$ cat src/rtl/ws2812_pkg.sv
// Shared types and constants for the WS2812 serializer: FSM states, default
// timing for 10 MHz and 12 MHz clocks, and the on-wire colour order.
package ws2812_pkg;

    typedef enum logic [1:0] {IDLE, SEND, WAIT, LATCH} state_e;

    localparam int unsigned PIX_BITS = 24;

    localparam int unsigned T_BIT_10M   = 13;
    localparam int unsigned T0H_10M     = 4;
    localparam int unsigned T1H_10M     = 8;
    localparam int unsigned T_RESET_10M = 500;

    localparam int unsigned T_BIT_12M   = 15;
    localparam int unsigned T0H_12M     = 4;
    localparam int unsigned T1H_12M     = 9;
    localparam int unsigned T_RESET_12M = 600;

    typedef enum logic [1:0] {CH_R, CH_G, CH_B} chan_e;

    // Channel sent first on the wire is entry 0.
    localparam chan_e WIRE_ORDER [3] = '{CH_G, CH_R, CH_B};

    function automatic logic [PIX_BITS-1:0] to_wire(input logic [PIX_BITS-1:0] rgb);
        logic [PIX_BITS-1:0] w;
        logic [7:0]          c;
        w = '0;
        for (int i = 0; i < 3; i++) begin
            case (WIRE_ORDER[i])
                CH_R:    c = rgb[23:16];
                CH_G:    c = rgb[15:8];
                default: c = rgb[7:0];
            endcase
            w[PIX_BITS-1-8*i -: 8] = c;
        end
        return w;
    endfunction

endpackage

$ cat src/rtl/ws2812_bit_tx.sv
// Single WS2812 bit-period generator: a start pulse launches one T_BIT-cycle
// period whose high time depends on the bit value; done marks its last cycle.
module ws2812_bit_tx #(
    parameter int unsigned T_BIT = 13,
    parameter int unsigned T0H   = 4,
    parameter int unsigned T1H   = 8
) (
    input  logic clk,
    input  logic reset,
    input  logic start_i,
    input  logic bit_i,
    output logic dout_o,
    output logic done_o
);

    localparam int unsigned CW = $clog2(T_BIT);

    logic [CW-1:0] cnt_q, cnt_d;
    logic [CW-1:0] high_len;
    logic          active_q, active_d;
    logic          bit_q, bit_d;
    logic          dout_q, dout_d;

    // done is decoded from registered state so the next start lands back-to-back.
    always_comb begin
        high_len = bit_q ? CW'(T1H) : CW'(T0H);
        done_o   = active_q && (cnt_q == CW'(T_BIT - 1));
        cnt_d    = cnt_q;
        active_d = active_q;
        bit_d    = bit_q;
        dout_d   = dout_q;
        if (start_i) begin
            active_d = 1'b1;
            cnt_d    = '0;
            bit_d    = bit_i;
            dout_d   = 1'b1;
        end else if (done_o) begin
            active_d = 1'b0;
            cnt_d    = '0;
            dout_d   = 1'b0;
        end else if (active_q) begin
            cnt_d  = cnt_q + CW'(1);
            dout_d = (cnt_q + CW'(1)) < high_len;
        end
    end

    always_ff @(posedge clk or posedge reset) begin
        if (reset) begin
            cnt_q    <= '0;
            active_q <= 1'b0;
            bit_q    <= 1'b0;
            dout_q   <= 1'b0;
        end else begin
            cnt_q    <= cnt_d;
            active_q <= active_d;
            bit_q    <= bit_d;
            dout_q   <= dout_d;
        end
    end

    assign dout_o = dout_q;

endmodule

$ cat src/rtl/ws2812_serializer.sv
// Frames NUM_LEDS RGB pixels from a valid/ready stream onto a WS2812 data line,
// followed by a latch gap; flags an underrun if the source stalls mid-frame.
module ws2812_serializer
    import ws2812_pkg::*;
#(
    parameter int unsigned NUM_LEDS = 8,
    parameter int unsigned T_BIT    = T_BIT_10M,
    parameter int unsigned T0H      = T0H_10M,
    parameter int unsigned T1H      = T1H_10M,
    parameter int unsigned T_RESET  = T_RESET_10M
) (
    input  logic                clk,
    input  logic                reset,
    input  logic [PIX_BITS-1:0] rgb_in,
    input  logic                rgb_valid,
    output logic                rgb_ready,
    output logic                dout,
    output logic                busy,
    output logic                frame_done,
    output logic                underrun
);

    localparam int unsigned PCW = $clog2(NUM_LEDS + 1);
    localparam int unsigned GW  = $clog2(T_RESET);
    localparam int unsigned BW  = 5;

    state_e              state_q, state_d;
    logic [PIX_BITS-1:0] shift_q, shift_d;
    logic [BW-1:0]       bit_idx_q, bit_idx_d;
    logic                first_q, first_d;
    logic [PCW-1:0]      pix_cnt_q, pix_cnt_d;
    logic [GW-1:0]       gap_q, gap_d;
    logic                frame_done_q, frame_done_d;
    logic                underrun_q, underrun_d;
    logic                busy_q;
    logic                alive_q;
    logic                transfer;
    logic                tx_start;
    logic                tx_done;

    // alive_q holds ready low until the first clock after reset release.
    assign rgb_ready = alive_q && (state_q == IDLE || state_q == WAIT);
    assign transfer  = rgb_valid && rgb_ready;

    ws2812_bit_tx #(
        .T_BIT (T_BIT),
        .T0H   (T0H),
        .T1H   (T1H)
    ) u_bit_tx (
        .clk     (clk),
        .reset   (reset),
        .start_i (tx_start),
        .bit_i   (shift_q[PIX_BITS-1]),
        .dout_o  (dout),
        .done_o  (tx_done)
    );

    always_comb begin
        state_d      = state_q;
        shift_d      = shift_q;
        bit_idx_d    = bit_idx_q;
        first_d      = first_q;
        pix_cnt_d    = pix_cnt_q;
        gap_d        = gap_q;
        frame_done_d = 1'b0;
        underrun_d   = 1'b0;
        tx_start     = 1'b0;

        case (state_q)
            IDLE: begin
                if (transfer) begin
                    state_d   = SEND;
                    pix_cnt_d = '0;
                end
            end
            SEND: begin
                if (first_q) begin
                    tx_start = 1'b1;
                    first_d  = 1'b0;
                    shift_d  = shift_q << 1;
                end else if (tx_done) begin
                    if (bit_idx_q == BW'(PIX_BITS - 1)) begin
                        pix_cnt_d = pix_cnt_q + PCW'(1);
                        gap_d     = '0;
                        state_d   = (pix_cnt_d == PCW'(NUM_LEDS)) ? LATCH : WAIT;
                    end else begin
                        tx_start  = 1'b1;
                        bit_idx_d = bit_idx_q + BW'(1);
                        shift_d   = shift_q << 1;
                    end
                end
            end
            WAIT: begin
                // A transfer on the timeout cycle keeps the frame alive.
                if (transfer) begin
                    state_d = SEND;
                end else if (gap_q == GW'(T_RESET - 1)) begin
                    underrun_d = 1'b1;
                    pix_cnt_d  = '0;
                    gap_d      = '0;
                    state_d    = IDLE;
                end else begin
                    gap_d = gap_q + GW'(1);
                end
            end
            LATCH: begin
                if (gap_q == GW'(T_RESET - 1)) begin
                    frame_done_d = 1'b1;
                    pix_cnt_d    = '0;
                    gap_d        = '0;
                    state_d      = IDLE;
                end else begin
                    gap_d = gap_q + GW'(1);
                end
            end
            default: state_d = IDLE;
        endcase

        // Pixel capture is common to IDLE and WAIT.
        if (transfer) begin
            shift_d   = to_wire(rgb_in);
            bit_idx_d = '0;
            first_d   = 1'b1;
            gap_d     = '0;
        end
    end

    always_ff @(posedge clk or posedge reset) begin
        if (reset) begin
            state_q      <= IDLE;
            shift_q      <= '0;
            bit_idx_q    <= '0;
            first_q      <= 1'b0;
            pix_cnt_q    <= '0;
            gap_q        <= '0;
            frame_done_q <= 1'b0;
            underrun_q   <= 1'b0;
            busy_q       <= 1'b0;
            alive_q      <= 1'b0;
        end else begin
            state_q      <= state_d;
            shift_q      <= shift_d;
            bit_idx_q    <= bit_idx_d;
            first_q      <= first_d;
            pix_cnt_q    <= pix_cnt_d;
            gap_q        <= gap_d;
            frame_done_q <= frame_done_d;
            underrun_q   <= underrun_d;
            busy_q       <= (state_d != IDLE);
            alive_q      <= 1'b1;
        end
    end

    assign busy       = busy_q;
    assign frame_done = frame_done_q;
    assign underrun   = underrun_q;

endmodule

$ cat config.mk
export PLATFORM = sky130hd
export DESIGN_NAME = ws2812_serializer
export DESIGN_NICKNAME = d
export VERILOG_FILES = /design/src/rtl/ws2812_pkg.sv /design/src/rtl/ws2812_bit_tx.sv /design/src/rtl/ws2812_serializer.sv
export SDC_FILE = /design/constraint.sdc
export NUM_CORES = 1
export LEC_CHECK = 0
export CAP_MARGIN = 0
export CORE_MARGIN = 4
export CORE_UTILIZATION = 50
export CTS_CLUSTER_DIAMETER = 60
export CTS_CLUSTER_SIZE = 8
export DETAILED_ROUTE_END_ITERATION = 8
export GPL_TIMING_DRIVEN = 0
export PLACE_DENSITY_LB_ADDON = 0.1
export SLEW_MARGIN = 5
export SYNTH_ARGS = -nofsm -noshare
export SYNTH_HDL_FRONTEND = slang
export SYNTH_SLANG_ARGS = --single-unit
export TNS_END_PERCENT = 50
$ cat constraint.sdc
create_clock -name clk -period 3.7 [get_ports clk]
set_input_delay 0.555 -clock clk [delete_from_list [all_inputs] [get_ports clk]]
set_output_delay 0.555 -clock clk [all_outputs]
set_load 0.02 [all_outputs]
* After elaboration in Yosys (flattened, before gate mapping)
Cells that the tools add are included.
Operators by class: add/sub/neg operators 4, $lt $le $gt $ge 1, equal/unequal tests 18, muxes and demuxes 50, reductions and logical operators 17
Operators with widths (number):
- $mux 24 | 5
- $mux 9 | 5
- $mux 4 | 10
- $mux 5 | 5
- $pmux 9 s2 | 1
- $mux 1 | 16
- $pmux 4 s4 | 1
- $mux 2 | 6
- $ne 2x2->1 const B | 6
- $ne 3x3->1 const B | 4
- $add 9x1->9 const B | 1
- $eq 9x9->1 const B | 1
- $reduce_bool 3->1 | 3
- $add 4x1->4 const B | 2
- $eq 4x4->1 const B | 2
- $pmux 2 s4 | 1
- $reduce_and 4->1 | 2
- $reduce_bool 2->1 | 4
- $add 5x1->5 const B | 1
- $eq 5x5->1 const B | 1
- $reduce_and 5->1 | 1
- $eq 2x2->1 const B | 2
- $lt 4x4->1 | 1
- $logic_and 1x1->1 | 3
- 6 further kinds | 6
Word-level totals: register bits 56, bits of input ports 27, output and inout port bits 5, logic and storage cells 104

* Depth between registers and ports, before layout
Gate-level depths: netlist of run 1.
word-level depth 8, mapped depth 8, mapped depth without buffers 6

* Cells and area by module
Synthesis of run 1 repeated with hierarchy kept, for this count alone.
Unflattened totals: cells, all modules 290, area total of the unflattened synthesis 2798.9 um^2
By module, submodules not included:
- ws2812_serializer | instances 1, cells each 251, area an instance 2407.3 um^2, sequential area each 1226.2 um^2
- ws2812_bit_tx | instances 1, cells each 39, area an instance 391.6 um^2, sequential area each 175.2 um^2

* Worst setup path after synthesis of run 1
No wires, ideal clock.
kind reg2reg, start point register u_bit_tx.cnt_q[0], end point register shift_q[1], library setup time 0.126 ns, arrival time 1.870 ns, data required time 3.574 ns, slack 1.704 ns, stages on the path, launching flop included 9, path buffers 2, period minus slack after synthesis 1.996 ns, cells stage by stage dfrtp_1 inv_1 ha_1 and4_2 a21o_1 and2_1 buf_2 buf_2 a221o_1
On the way: longest elaborated chain between the ends 4
Ends and longest elaborated chain:
- start, declared | line ws2812_bit_tx.sv:18 | logic [CW-1:0] cnt_q, cnt_d;
- start signal, assigned | line ws2812_bit_tx.sv:54 | cnt_q <= cnt_d;
- $eq 4x4->1 | line ws2812_bit_tx.sv:27 | done_o = active_q && (cnt_q == CW'(T_BIT - 1));
- $logic_and 1x1->1 | line ws2812_bit_tx.sv:27
- $reduce_bool 3->1 (no source line)
- $reduce_and 3->1 (no source line)
- end signal, assigned | line ws2812_serializer.sv:142 | shift_q <= shift_d;
- end, declared | line ws2812_serializer.sv:28 | logic [PIX_BITS-1:0] shift_q, shift_d;
Every way passes these cells. A chain may end at the register's enable or synchronous reset.

* Final worst setup path of run 1
start point register u_bit_tx.cnt_q[0], end point register shift_q[3]
The elaborated chain is that of the path after synthesis.

==> results of run 1 <==
-- kinds of logic after synthesis --
group           count (synthesis)
simple gates                   95
compound gates                 59
flops                          56
buf+inv                        20
xor+xnor                       11
fa+ha+maj                       7
mux                             2
other cells                     1
-- final timing paths --
check                             startpoint      endpoint  cells past startpoint
max                        u_bit_tx.cnt_q[0]    shift_q[3]                      7
min                              shift_q[18]   shift_q[19]                      1
max reg2reg                u_bit_tx.cnt_q[0]    shift_q[3]                      7
min reg2reg                      shift_q[18]   shift_q[19]                      1
max in group asynchronous              reset  bit_idx_q[3]                      3
min in group asynchronous              reset      gap_q[7]                      2
-- sequential cells by signal (all words and copies together) (netlist names), 2 cells and up --
signal,cells
shift_q,24
u_bit_tx.cnt_q,4
pix_cnt_q,4
gap_q,9
bit_idx_q,5
state_q,2
-- metal layers --
| layer | share of wire, % | wire length, µm | vias up | GRT usage (%) |
|---|---|---|---|---|
| li1 | - | - | 1011 | - |
| met1 | 50 | 2680 | 1000 | 26.3 |
| met2 | 45 | 2420 | 30 | 28.0 |
| met3 | 3.3 | 174 | 5 | 3.58 |
| met4 | 1.1 | 60 | 0 | 4.65 |
| met5 | 0 | 0 | - | 0 |
-- per-stage QoR --
step           setup slack, ps  hold slack, ps  std cells
6_report                  1460             524        360
5_1_grt                   1240             540        360
4_1_cts                   1430             528        360
3_5_place_dp              1210             496        353
3_3_place_gp               759             487        352
2_1_floorplan             1700             470        251
-- synth_stat cells (2+ instances only) --
library cell and n:
ha_1 7, nand2_1 18, clkbuf_1 6, nor2_1 9, nand4_1 5, nand3_1 10, nand2b_1 2, a211o_1 5
a21oi_1 3, a21o_1 3, o22ai_1 3, inv_1 6, o31ai_1 2, nor3b_1 2, o21ai_0 7, and2_1 24
nor3_1 5, xor2_1 5, and3_1 4, and4_1 3, a22o_1 2, xnor2_1 6, dfrtp_1 56, a221o_1 23
nor2b_1 2, buf_2 6
-- final cells by class --
cell class | instances | area (µm²) | area share, %
sequential | 56 | 1400 | 43.1
clock inverter | 2 | 12.5 | 0.384
inverter | 6 | 22.5 | 0.692
multi-input combinational | 175 | 1260 | 38.8
buffer | 14 | 67.6 | 2.08
clock buffer | 5 | 68.8 | 2.11
tap | 70 | 87.6 | 2.69
timing repair buffer | 32 | 330 | 10.1
-- where the power goes --
part	switching, W	internal, W
Sequential	0.000172	0.000820
Clock	0.000194	0.000129
Combinational	0.000252	0.000309
-- critical path, stage by stage (launching register included) --
cell,delay (ps)
dfrtp_1,450
inv_1,70
ha_1,240
and4_2,280
a21o_1,180
a21oi_1,320
clkbuf_1,410
a221o_1,230
==> metrics, run 1 <==
status finished clean; Synth Register Bits 56; clk sinks 56; CTS tree yes; Layout Skew around 8 ps; clk slew on worst S/H paths about 100 ps; final period utilization slightly above 60%; R2R Setup Slk between 1000 and 1500 ps; Leak 1.49 nW; Initial Util a little over half; Final Util between 60 and 70%; Worst Hold Class flop to flop; Avg WL per Cell around 15 µm; Net count, final around 320; hold buffer count at CTS 0; Synth Area in Adders roughly 3.2%; DR vias/cell ~5.7; Slew headroom 51.6%; Synth area leader dfrtp_1; Layout fillers 452; worst vdd ir between 0.4 and 0.5 mV; n_diodes 0; row cnt 26; Area after DPL about 3200 µm²; Ys Warns 0; multiplexer share of the synthesized area less than 1%; ys flop type dfrtp_1; post-synthesis simple-gate area fraction approximately 20%; CP Launch Type flop; vias in the first global route slightly above 2,000; # port buffers 31; Layout area overhead 18.1%; Top Ports 32; DRT antenna net count 0; nature of the critical path endpoint flop; Netlist Area Pre-Place about 2800 µm²; Die H 82.2 µm; drt pass-1 iters 4; gpl congestion around 0.77; GRT Overall Usage 18.2%; worst-path maximum fanout 10; Final Setup Violations 0; initial antenna violation count 0; grt ovf 0; Final Slew Violations 0; Mapped Nets 285; largest net degree at the start of global routing 37; Die Span X approximately 82 µm; post-CTS setup buffers 0; drt total wl about 5300 µm; Core Region approximately 5200 µm²; Critical Path AT between 2000 and 2500 ps; Final Hold Viols 0; total number of vias ~2,000; total CTS buffers 5; CTS H-tree lvls 2; Detailed Place HPWL about 3900 µm; max-cap violation count 0; clk_lat worst skew approximately 310 ps; count of cell types in the netlist 53; TNS Setup 0 ps; Post-Synth XOR/XNOR Area around 3.5%; Worst Tran Pin Value a little over 700 ps; Synth top area share 50.9%; global-route wire length before repair slightly below 10,000 µm; synth top area cells dfrtp_1, a221o_1, and2_1, ha_1, nand2_1; die area between 6000 and 7000 µm²; RSZ-0062 raised after global routing false; EDFF count, synth 0; critical path required time approximately 4000 ps; main combinational cell family by area after synthesis simple AND/OR/NAND/NOR gates; DR iter-0 viols ~120; layout cell share with drive strength beyond 1 a little over 8%; most frequent cells in the layout dfrtp_1, clkdlybuf4s50_1, and2_1, a221o_1, nand2_1; Period minus WS final between 2000 and 2500 ps; most common cell after layout, fill and taps aside dfrtp_1; Mean Syn Cell Area 11.0 µm²; critical path class flop to flop; CTS resizes 0; final instance area roughly 3300 µm²; Seq/Total Area, Yosys between 50% and 60%; Syn Inst Count 251; DR DRC count 0; Root Buffer clkbuf_8; total power between 0.0015 and 0.002 W; PD cells between 500 and 600 nW/µm²; Synth Area in Compound Gates between 15 and 20%; post-synthesis async set-or-reset flop share 100%; Longest Clk Path Bufs 2; Fmax 446 MHz
Power figures use the tool's default switching activity.
==> run 2, diff against run 1 <==
==> constraint.sdc (replaced) <==
create_clock -name clk -period 1.8 [get_ports clk]
set_input_delay 0.27 -clock clk [delete_from_list [all_inputs] [get_ports clk]]
set_output_delay 0.27 -clock clk [all_outputs]
set_load 0.02 [all_outputs]
==> run 2 against run 1 <==
The run now ends with negative setup slack left. Power is 120% higher. Utilization up 5.3 points. Fmax up 22%. Cell count rose by 4.7%. Global-route usage is 0.97 points higher. Critical endpoint is now shift_q[2]. Largest power group unchanged. Highest routed layer unchanged.
==> metrics, run 2 (synthesized netlist as in run 1, its figures left out) <==
Worst Tran Pin Value about 500 ps; Final Util between 60% and 70%; CP Launch Type flop; max-cap violation count 0; total number of vias ~2,100; critical path class flop to flop; drt pass-1 iters 4; Inst Count DP approximately 350; R2R Setup Slk -40 ps; part of the power in the clock network approximately 17%; status finished with violations; CTS tree yes; row cnt 26; Initial Util 52.6%; top flop regs shift_q x24, gap_q x9, bit_idx_q x5; RR Startpoint u_bit_tx.cnt_q[0]; CP Capture Point shift_q[2]; worst vdd ir about 0.76 mV; Period minus WS final between 1500 and 2000 ps; most frequent cells in the layout dfrtp_1, clkdlybuf4s50_1, and2_1, a221o_1, nand2_1; die area 6760 µm²; worst-path maximum fanout 6; total CTS buffers 5; combinational cell fraction of total power about a third; Slew headroom between 60% and 70%; RSZ-0062 raised after global routing true; initial antenna violation count 0; Fmax approximately 540 MHz; Final Setup Violations 15; clk sinks 56; # port buffers 31; n_diodes 0; total power 0.00415 W; Largest Register shift_q; layout cell share with drive strength beyond 1 19.2%; FF-to-FF path depth 8; drt total wl ~5800 µm; grt ovf 0; Layout Cells excl Fill around 380; DR iter-0 viols 180; Final Hold Viols 0; Psw roughly 0.0014 W; Die Span X 82.2 µm; clk_lat worst skew slightly above 300 ps; Critical Path AT 2040 ps; DR vias/cell ~5.6; worst reg2reg path endpoint shift_q[2]; Final Slew Violations 0; Detailed Place HPWL 3870 µm; TNS Setup -369 ps; critical path required time 2000 ps; Sequential Power Share between 40 and 50%; nature of the critical path endpoint flop; Core Region between 5000 and 6000 µm²; failing checks negative setup slack; min setup slack post-route -39.1 ps; Die H between 80 and 90 µm; Root Buffer clkbuf_8; DRT antenna net count 0; Layout area overhead 28.2%; Switching Share around a third; Layout Skew approximately 13 ps; final period utilization 102%; Longest Clk Path Bufs 2; clk slew on worst S/H paths approximately 110 ps; vias in the first global route between 2,000 and 2,500; Setup crit start u_bit_tx.cnt_q[0]; gpl congestion between 0.7 and 0.8; largest net degree at the start of global routing 35; Top Ports 32; GRT Overall Usage between 10% and 20%; hold buffer count at CTS 0; PD cells approximately 1200 nW/µm²; DR DRC count 0; Leak about 1.6 nW; Worst Hold Class input port to asynchronous set/reset pin; CTS H-tree lvls 2; Net count, final 340; dpl ws -418 ps; max reg flops 24; Int Power around 0.0028 W; Avg WL per Cell about 15 µm; global-route wire length before repair 9960 µm; most common cell after layout, fill and taps aside dfrtp_1
run 2: cell count changes in the layout (fill, tap and decap cells not counted), sizes merged:
cell,delta
clkinvlp,-1
clkdlybuf4s50,-1
clkbuf,-2
dlygate4sd2,+1
clkinv,+2
buf,+18
run 2: metrics by stage:
step | cell area (µm²) | hold WS, ps
final | 3530 | 295
after global routing | 3530 | 329
after CTS | 3480 | 310
after detailed placement | 3200 | 499
after global placement | 3180 | 495
after floorplan | 2780 | 387
run 2: power by group through the flow:
stage	registers, W	clock network (W)	logic, W
floorplan	0.00198	0	0.000914
global placement	0.00205	0	0.00115
detailed placement	0.00205	0	0.00119
CTS	0.00202	0.000709	0.00138
global route	0.00208	0.000765	0.00158
finish	0.00203	0.000695	0.00142
run 2: worst min path at each step:
stage | start | end | slack [ps] | depth (start not counted)
2_1_floorplan | rgb_in[0] | shift_q[0] | 390 | 2
3_3_place_gp | shift_q[4] | shift_q[5] | 490 | 1
3_5_place_dp | shift_q[18] | shift_q[18] | 500 | 1
4_1_cts | reset | first_q | 310 | 2
5_1_grt | reset | first_q | 330 | 2
6_report | reset | first_q | 290 | 2
run 2: critical path: stages (launching register included):
cell,delay (ps)
dfrtp_1,390
inv_2,60
ha_4,170
and4_4,190
a21o_1,190
and2_4,150
buf_8,130
buf_4,150
a221o_1,300
run 2: cell type report:
class	instances	area, µm²
flip-flops and latches	56	1400
multi-input cells	175	1350
well taps	70	87.6
clock buffers	5	68.8
clock inverters	3	18.8
fillers	432	1700
repair buffers	50	488
plain buffers	12	98.8
inverters	6	22.5
run 2: what timing repair did:
action,4_1_cts,5_1_grt
gates cloned,3,1
pin swaps,7,12
buffers inserted,13,2
endpoints found under the setup margin,44,33
resized for setup,23,13
run 2: routing by layer:
layer,track usage [%],routed length [µm],vias to the layer above
li1,-,-,1044
met1,25.7,2820,1041
met2,30.7,2690,34
met3,3.58,181,9
met4,7.64,106,0
met5,0,0,-
